--- src/rtl/axis_frame_sink.sv ---
// axis_frame_sink
// ---------------
// Terminating AXI-stream sink for the consumer side of the async stream FIFO.
// Every incoming frame is measured (beat count, saturating), its tuser error
// marker is OR-accumulated, and one status record per frame is offered on a
// valid/ready status port.
//
// The sink never stores data. It applies backpressure only while a completed
// frame's status record is still waiting to be accepted downstream.
//
// Optional build feature:
//   AXIS_FRAME_SINK_CSUM_EN
//       Adds output status_csum, the XOR of tdata over every accepted beat of
//       the frame. It is registered alongside the other status fields.
//       Without the macro, tdata is unused.

module axis_frame_sink #(
    parameter int DATA_WIDTH = 8,
    parameter int LEN_WIDTH  = 16,
    parameter int MAX_LEN    = 1518
) (
    input  logic                  clk,
    input  logic                  async_rst_n,

    input  logic [DATA_WIDTH-1:0] input_axis_tdata,
    input  logic                  input_axis_tvalid,
    output logic                  input_axis_tready,
    input  logic                  input_axis_tlast,
    input  logic                  input_axis_tuser,

    output logic                  status_valid,
    input  logic                  status_ready,
    output logic [LEN_WIDTH-1:0]  status_len,
    output logic                  status_err,
    output logic                  status_too_long,
`ifdef AXIS_FRAME_SINK_CSUM_EN
    output logic [DATA_WIDTH-1:0] status_csum,
`endif
    output logic [31:0]           frame_count
);

    // Largest value the beat counter can hold; it sticks here instead of wrapping.
    localparam logic [LEN_WIDTH-1:0] CNT_MAX   = '1;
    localparam logic [LEN_WIDTH-1:0] MAX_LEN_L = LEN_WIDTH'(MAX_LEN);

    typedef enum logic [0:0] {
        IDLE = 1'b0,
        RECV = 1'b1
    } state_t;

    state_t state_q;
    state_t state_d;

    // Handshake qualifiers shared by the FSM and the datapath.
    logic beat_accept;
    logic frame_done;
    logic status_take;

    // Per-frame accumulators.
    logic [LEN_WIDTH-1:0] cnt_q;
    logic [LEN_WIDTH-1:0] cnt_d;
    logic [LEN_WIDTH-1:0] cnt_next;
    logic                 err_acc_q;
    logic                 err_acc_d;
    logic                 err_next;

    // Registered status record and the frame counter.
    logic                 status_valid_q;
    logic                 status_valid_d;
    logic [LEN_WIDTH-1:0] status_len_q;
    logic [LEN_WIDTH-1:0] status_len_d;
    logic                 status_err_q;
    logic                 status_err_d;
    logic                 status_too_long_q;
    logic                 status_too_long_d;
    logic [31:0]          frame_count_q;
    logic [31:0]          frame_count_d;

`ifdef AXIS_FRAME_SINK_CSUM_EN
    logic [DATA_WIDTH-1:0] csum_acc_q;
    logic [DATA_WIDTH-1:0] csum_acc_d;
    logic [DATA_WIDTH-1:0] csum_next;
    logic [DATA_WIDTH-1:0] status_csum_q;
    logic [DATA_WIDTH-1:0] status_csum_d;
`else
    logic unused_tdata;
    assign unused_tdata = ^input_axis_tdata;
`endif

    // FSM state register; reset drops any partial frame back to IDLE.
    always_ff @(posedge clk or negedge async_rst_n) begin
        if (!async_rst_n) begin
            state_q <= IDLE;
        end else begin
            state_q <= state_d;
        end
    end

    // FSM next state: a non-last beat opens a frame, the last beat closes it.
    always_comb begin
        state_d = state_q;
        case (state_q)
            IDLE: begin
                if (beat_accept && !input_axis_tlast) begin
                    state_d = RECV;
                end
            end
            RECV: begin
                if (beat_accept && input_axis_tlast) begin
                    state_d = IDLE;
                end
            end
            default: begin
                state_d = IDLE;
            end
        endcase
    end

    // FSM outputs: ready only depends on the status port, never on tvalid/tlast.
    always_comb begin
        input_axis_tready = !status_valid_q || status_ready;
        beat_accept       = input_axis_tvalid && input_axis_tready;
        frame_done        = beat_accept && input_axis_tlast;
        status_take       = status_valid_q && status_ready;
    end

    // Accumulator values that include the beat currently being accepted.
    always_comb begin
        cnt_next = (cnt_q == CNT_MAX) ? cnt_q : (cnt_q + LEN_WIDTH'(1));
        err_next = err_acc_q || input_axis_tuser;
`ifdef AXIS_FRAME_SINK_CSUM_EN
        csum_next = csum_acc_q ^ input_axis_tdata;
`endif
    end

    // Datapath next state: load a record on completion, otherwise accumulate and retire.
    always_comb begin
        cnt_d             = cnt_q;
        err_acc_d         = err_acc_q;
        status_valid_d    = status_valid_q;
        status_len_d      = status_len_q;
        status_err_d      = status_err_q;
        status_too_long_d = status_too_long_q;
        frame_count_d     = frame_count_q;
`ifdef AXIS_FRAME_SINK_CSUM_EN
        csum_acc_d        = csum_acc_q;
        status_csum_d     = status_csum_q;
`endif

        if (frame_done) begin
            // A new record replaces any record accepted in this same cycle.
            status_valid_d    = 1'b1;
            status_len_d      = cnt_next;
            status_err_d      = err_next;
            status_too_long_d = (cnt_next > MAX_LEN_L);
            frame_count_d     = frame_count_q + 32'd1;
            cnt_d             = '0;
            err_acc_d         = 1'b0;
`ifdef AXIS_FRAME_SINK_CSUM_EN
            status_csum_d     = csum_next;
            csum_acc_d        = '0;
`endif
        end else begin
            if (beat_accept) begin
                cnt_d     = cnt_next;
                err_acc_d = err_next;
`ifdef AXIS_FRAME_SINK_CSUM_EN
                csum_acc_d = csum_next;
`endif
            end
            if (status_take) begin
                status_valid_d = 1'b0;
            end
        end
    end

    // Datapath registers; reset discards the partial frame and any pending record.
    always_ff @(posedge clk or negedge async_rst_n) begin
        if (!async_rst_n) begin
            cnt_q             <= '0;
            err_acc_q         <= 1'b0;
            status_valid_q    <= 1'b0;
            status_len_q      <= '0;
            status_err_q      <= 1'b0;
            status_too_long_q <= 1'b0;
            frame_count_q     <= 32'd0;
`ifdef AXIS_FRAME_SINK_CSUM_EN
            csum_acc_q        <= '0;
            status_csum_q     <= '0;
`endif
        end else begin
            cnt_q             <= cnt_d;
            err_acc_q         <= err_acc_d;
            status_valid_q    <= status_valid_d;
            status_len_q      <= status_len_d;
            status_err_q      <= status_err_d;
            status_too_long_q <= status_too_long_d;
            frame_count_q     <= frame_count_d;
`ifdef AXIS_FRAME_SINK_CSUM_EN
            csum_acc_q        <= csum_acc_d;
            status_csum_q     <= status_csum_d;
`endif
        end
    end

    assign status_valid    = status_valid_q;
    assign status_len      = status_len_q;
    assign status_err      = status_err_q;
    assign status_too_long = status_too_long_q;
    assign frame_count     = frame_count_q;
`ifdef AXIS_FRAME_SINK_CSUM_EN
    assign status_csum     = status_csum_q;
`endif

endmodule
--- config.mk ---
export PLATFORM = sky130hd
export DESIGN_NAME = axis_frame_sink
export DESIGN_NICKNAME = d
export VERILOG_FILES = /design/src/rtl/axis_frame_sink.sv
export SDC_FILE = /design/constraint.sdc
export NUM_CORES = 1
export LEC_CHECK = 0
export BUFFER_PORTS_ARGS = -buffer_cell sky130_fd_sc_hd__buf_2
export CORE_UTILIZATION = 60
export DETAILED_ROUTE_END_ITERATION = 8
export PLACE_DENSITY = 0.95
export SETUP_SLACK_MARGIN = 0.2
export SYNTH_ARGS = -nofsm -noshare
export SYNTH_HDL_FRONTEND = slang
export SYNTH_SLANG_ARGS = --single-unit
--- constraint.sdc ---
create_clock -name clk -period 5.59 [get_ports clk]
set_input_delay 1.3975 -clock clk [delete_from_list [all_inputs] [get_ports clk]]
set_output_delay 1.3975 -clock clk [all_outputs]
set_load 0.03 [all_outputs]
==> results.tsv <==
metric	value	unit
clock root buffer	clkbuf_8	
drt pass-1 iters	6	
Internal	785	µW
largest cells by area after synthesis	dfrtp_1 49%, nand2_1 7.5%, xnor2_1 7.3%, nand3_1 3.2%, o21ai_0 3.2%	
final hold slack	0.479	ns
clk sinks	68	
Final Setup Violations	0	
RSZ-0062 raised after global routing	false	
routed length per instance	16.8	µm
dpl hpwl	5500	µm
post-cts repair resize count	0	
worst-path fanout max	5	
top cells by count, synth	69 x nand2_1, 68 x dfrtp_1, 29 x xnor2_1, 27 x nor2_1	
final worst path period need	3.31	ns
final net count	427	
CTS Buf Count	9	
gpl congestion	0.914	
grt total ovfl	0	
die height	78.0	µm
first-pass GRT wire length	13700	µm
setup tns final	0	ns
Final Skew	0.00940	ns
worst slew pin tran	0.858	ns
CP max stage cell	buf_2	
dpl cell area	3720	µm²
clk buf depth	2	
vias in the first global route	2887	
largest area contributor in the netlist	dfrtp_1	
Critical Path Stages	3	
area grow syn2layout	13.4	%
crit-path max cell delay	0.21	ns
Finished Core Util	0.709	
share of cells above drive strength 1	0.212	
Post-Route WL	8200	µm
Clock H-tree levels	3	
Leak	1.88	nW
Seq/Total Area, Yosys	0.491	
Worst VDD drop	183	µV
CP Class	in -> out	
worst skew pair latency	0.35	ns
total power	1.15	mW
Syn. warnings	0	
syn_nets	377	
cells after synthesis	361	
initial DRC count	243	
die area	6080	µm²
Switching Fraction	0.319	
Die W	78.0	µm
Sequential Power Share	0.486	
synthesis-stage register bit count	68	
number of flops mapped to enable cells by yosys	0	
TritonCTS clock tree	built	
largest net degree at the start of global routing	69	
Routed Antenna Nets	0	
final hold violations	0	
crit-path most repeated cell	buf_2	
cell family with most CP delay	buffers and inverters	
Inst Count DP	472	
crit path to	input_axis_tready	
cell with the most instances after synthesis	nand2_1	
# IOs	66	
syn avg cell area	9.59	µm²
relative slew slack	0.427	
# hold bufs at CTS	0	
Std-Cell Rows	27	
Post-synth ARST share	1.00	
dpl ws	2.03	ns
CP Cell Sequence	buf_2, nand2b_1, buf_2	
setup bufs post-CTS	0	
Pins Over Slew Limit	0	
Fmax achieved	0.302	GHz
antenna cells	0	
FF-to-FF End	status_too_long	
Reg clk slew, reported paths	0.08	ns
outcome	completed	
Final WS setup	2.28	ns
Final Cell Area	3930	µm²
post-synth top area share	0.491	
DR vias/cell	5.94	
Buffers on Ports	57	
CP endpoint kind	output port	
worst min-delay path class	reg -> reg	
Distinct cells, synth	49	
CP Data Required Time	4.19	ns
number of fillers in the final layout	421	
CORE AREA	5540	µm²
Reg-to-Reg Start	cnt_q[0]	
PwrDens	294	nW/µm²
clock power share	0.368	
CP startpoint kind	primary input	
Max Cap Viol	0	
Reg2Reg Depth	8	
DRC viols	0	
GRT Overall Usage	0.297	
Initial Util	0.625	
Final Non-Filler Cells	488	
Comb pwr share	0.146	
CP Launch Point	status_ready	
FF-to-FF setup slack	2.90	ns
ys flop type	dfrtp_1	
area of the mapped netlist	3460	µm²
initial antenna violation count	0	
Buf+Inv Stages, Crit Path	2	
part of the cycle the worst path needs	0.592	
CP arrival	1.91	ns
routed vias	2898	
Switch Pwr	369	µW
==> layout make-up <==
class	count	area (µm²)	area share
Sequential cell	68	1700	0.433
Tap cell	72	90.1	0.0229
Clock inverter	7	80.1	0.0204
Inverter	5	18.8	0.00478
Timing Repair Buffer	59	300	0.0764
Clock buffer	9	124	0.0315
Multi-Input combinational cell	268	1610	0.411
==> power by group through the flow <==
stage	combinational, mW	sequential, mW	clock (mW)
finish	0.169	0.560	0.425
global route	0.183	0.566	0.453
CTS	0.169	0.560	0.429
detailed placement	0.169	0.569	0
global placement	0.163	0.566	0
floorplan	0.0643	0.613	0
==> worst min path at each step <==
stage / startpoint / end / slack [ns] / cells past startpoint
floorplan: err_acc_q / err_acc_q / 0.46 / 2
global placement: frame_count[31] / frame_count[31] / 0.45 / 1
detailed placement: status_len[15] / status_len[15] / 0.46 / 2
CTS: frame_count[31] / frame_count[31] / 0.48 / 1
global route: frame_count[31] / frame_count[31] / 0.50 / 1
finish: frame_count[31] / frame_count[31] / 0.48 / 1
==> registers in the layout (all words and copies together), names as in the netlist <==
register         flops
frame_count         32
status_len          16
cnt_q               16
err_acc_q            1
status_valid         1
status_too_long      1
status_err           1
==> worst reg2reg max path: cells and delay by family (launching register included) <==
kind	cells	cell delay, ns
fa+ha+maj	1	0.32
mux	2	0.64
compound gates	2	0.36
simple gates	3	0.77
flops	1	0.53
==> metal layers <==
| layer | wire length (µm) | part of all wire | GRT usage |
|---|---|---|---|
| met5 | 0 | 0 | 0 |
| met4 | 230 | 0.028 | 0.137 |
| met3 | 470 | 0.057 | 0.0729 |
| met2 | 4140 | 0.50 | 0.507 |
| met1 | 3360 | 0.41 | 0.354 |
==> placed cells by master (no fill, tap or decap), types with 2 or more instances in the layout <==
master | netlist | final
a21oi_1 | 15 | 15
a22o_1 | 3 | 3
a31oi_1 | 3 | 3
a41oi_1 | 2 | 2
and2_0 | 2 | 2
and3_1 | 7 | 7
and4_1 | 3 | 3
and4_4 | 2 | 2
buf_2 | 10 | 57
buf_4 | 0 | 2
clkbuf_8 | 0 | 9
clkinvlp_4 | 0 | 2
dfrtp_1 | 68 | 68
ha_1 | 2 | 2
inv_1 | 5 | 5
inv_6 | 0 | 4
mux2i_1 | 4 | 4
nand2_1 | 69 | 69
nand2b_1 | 2 | 2
nand3_1 | 22 | 22
nand4_1 | 14 | 14
nor2_1 | 27 | 27
nor3_1 | 5 | 5
nor4_1 | 2 | 2
o21ai_0 | 22 | 22
o31ai_1 | 3 | 3
xnor2_1 | 29 | 29
xor2_1 | 9 | 9
==> kinds of logic (layout without fill, tap and decap cells) <==
logic type / Yosys count / count (layout) / share of synthesized area
muxes: 5 / 5 / 0.0159
xor gates and xnor gates: 39 / 39 / 0.104
buffers and inverters: 25 / 80 / 0.0426
adders and majority gates: 2 / 2 / 0.00722
AOI/OAI and AO/OA: 58 / 58 / 0.103
and+or+nand+nor: 164 / 164 / 0.236
DFF: 68 / 68 / 0.491
Power figures use the tool's default switching activity.
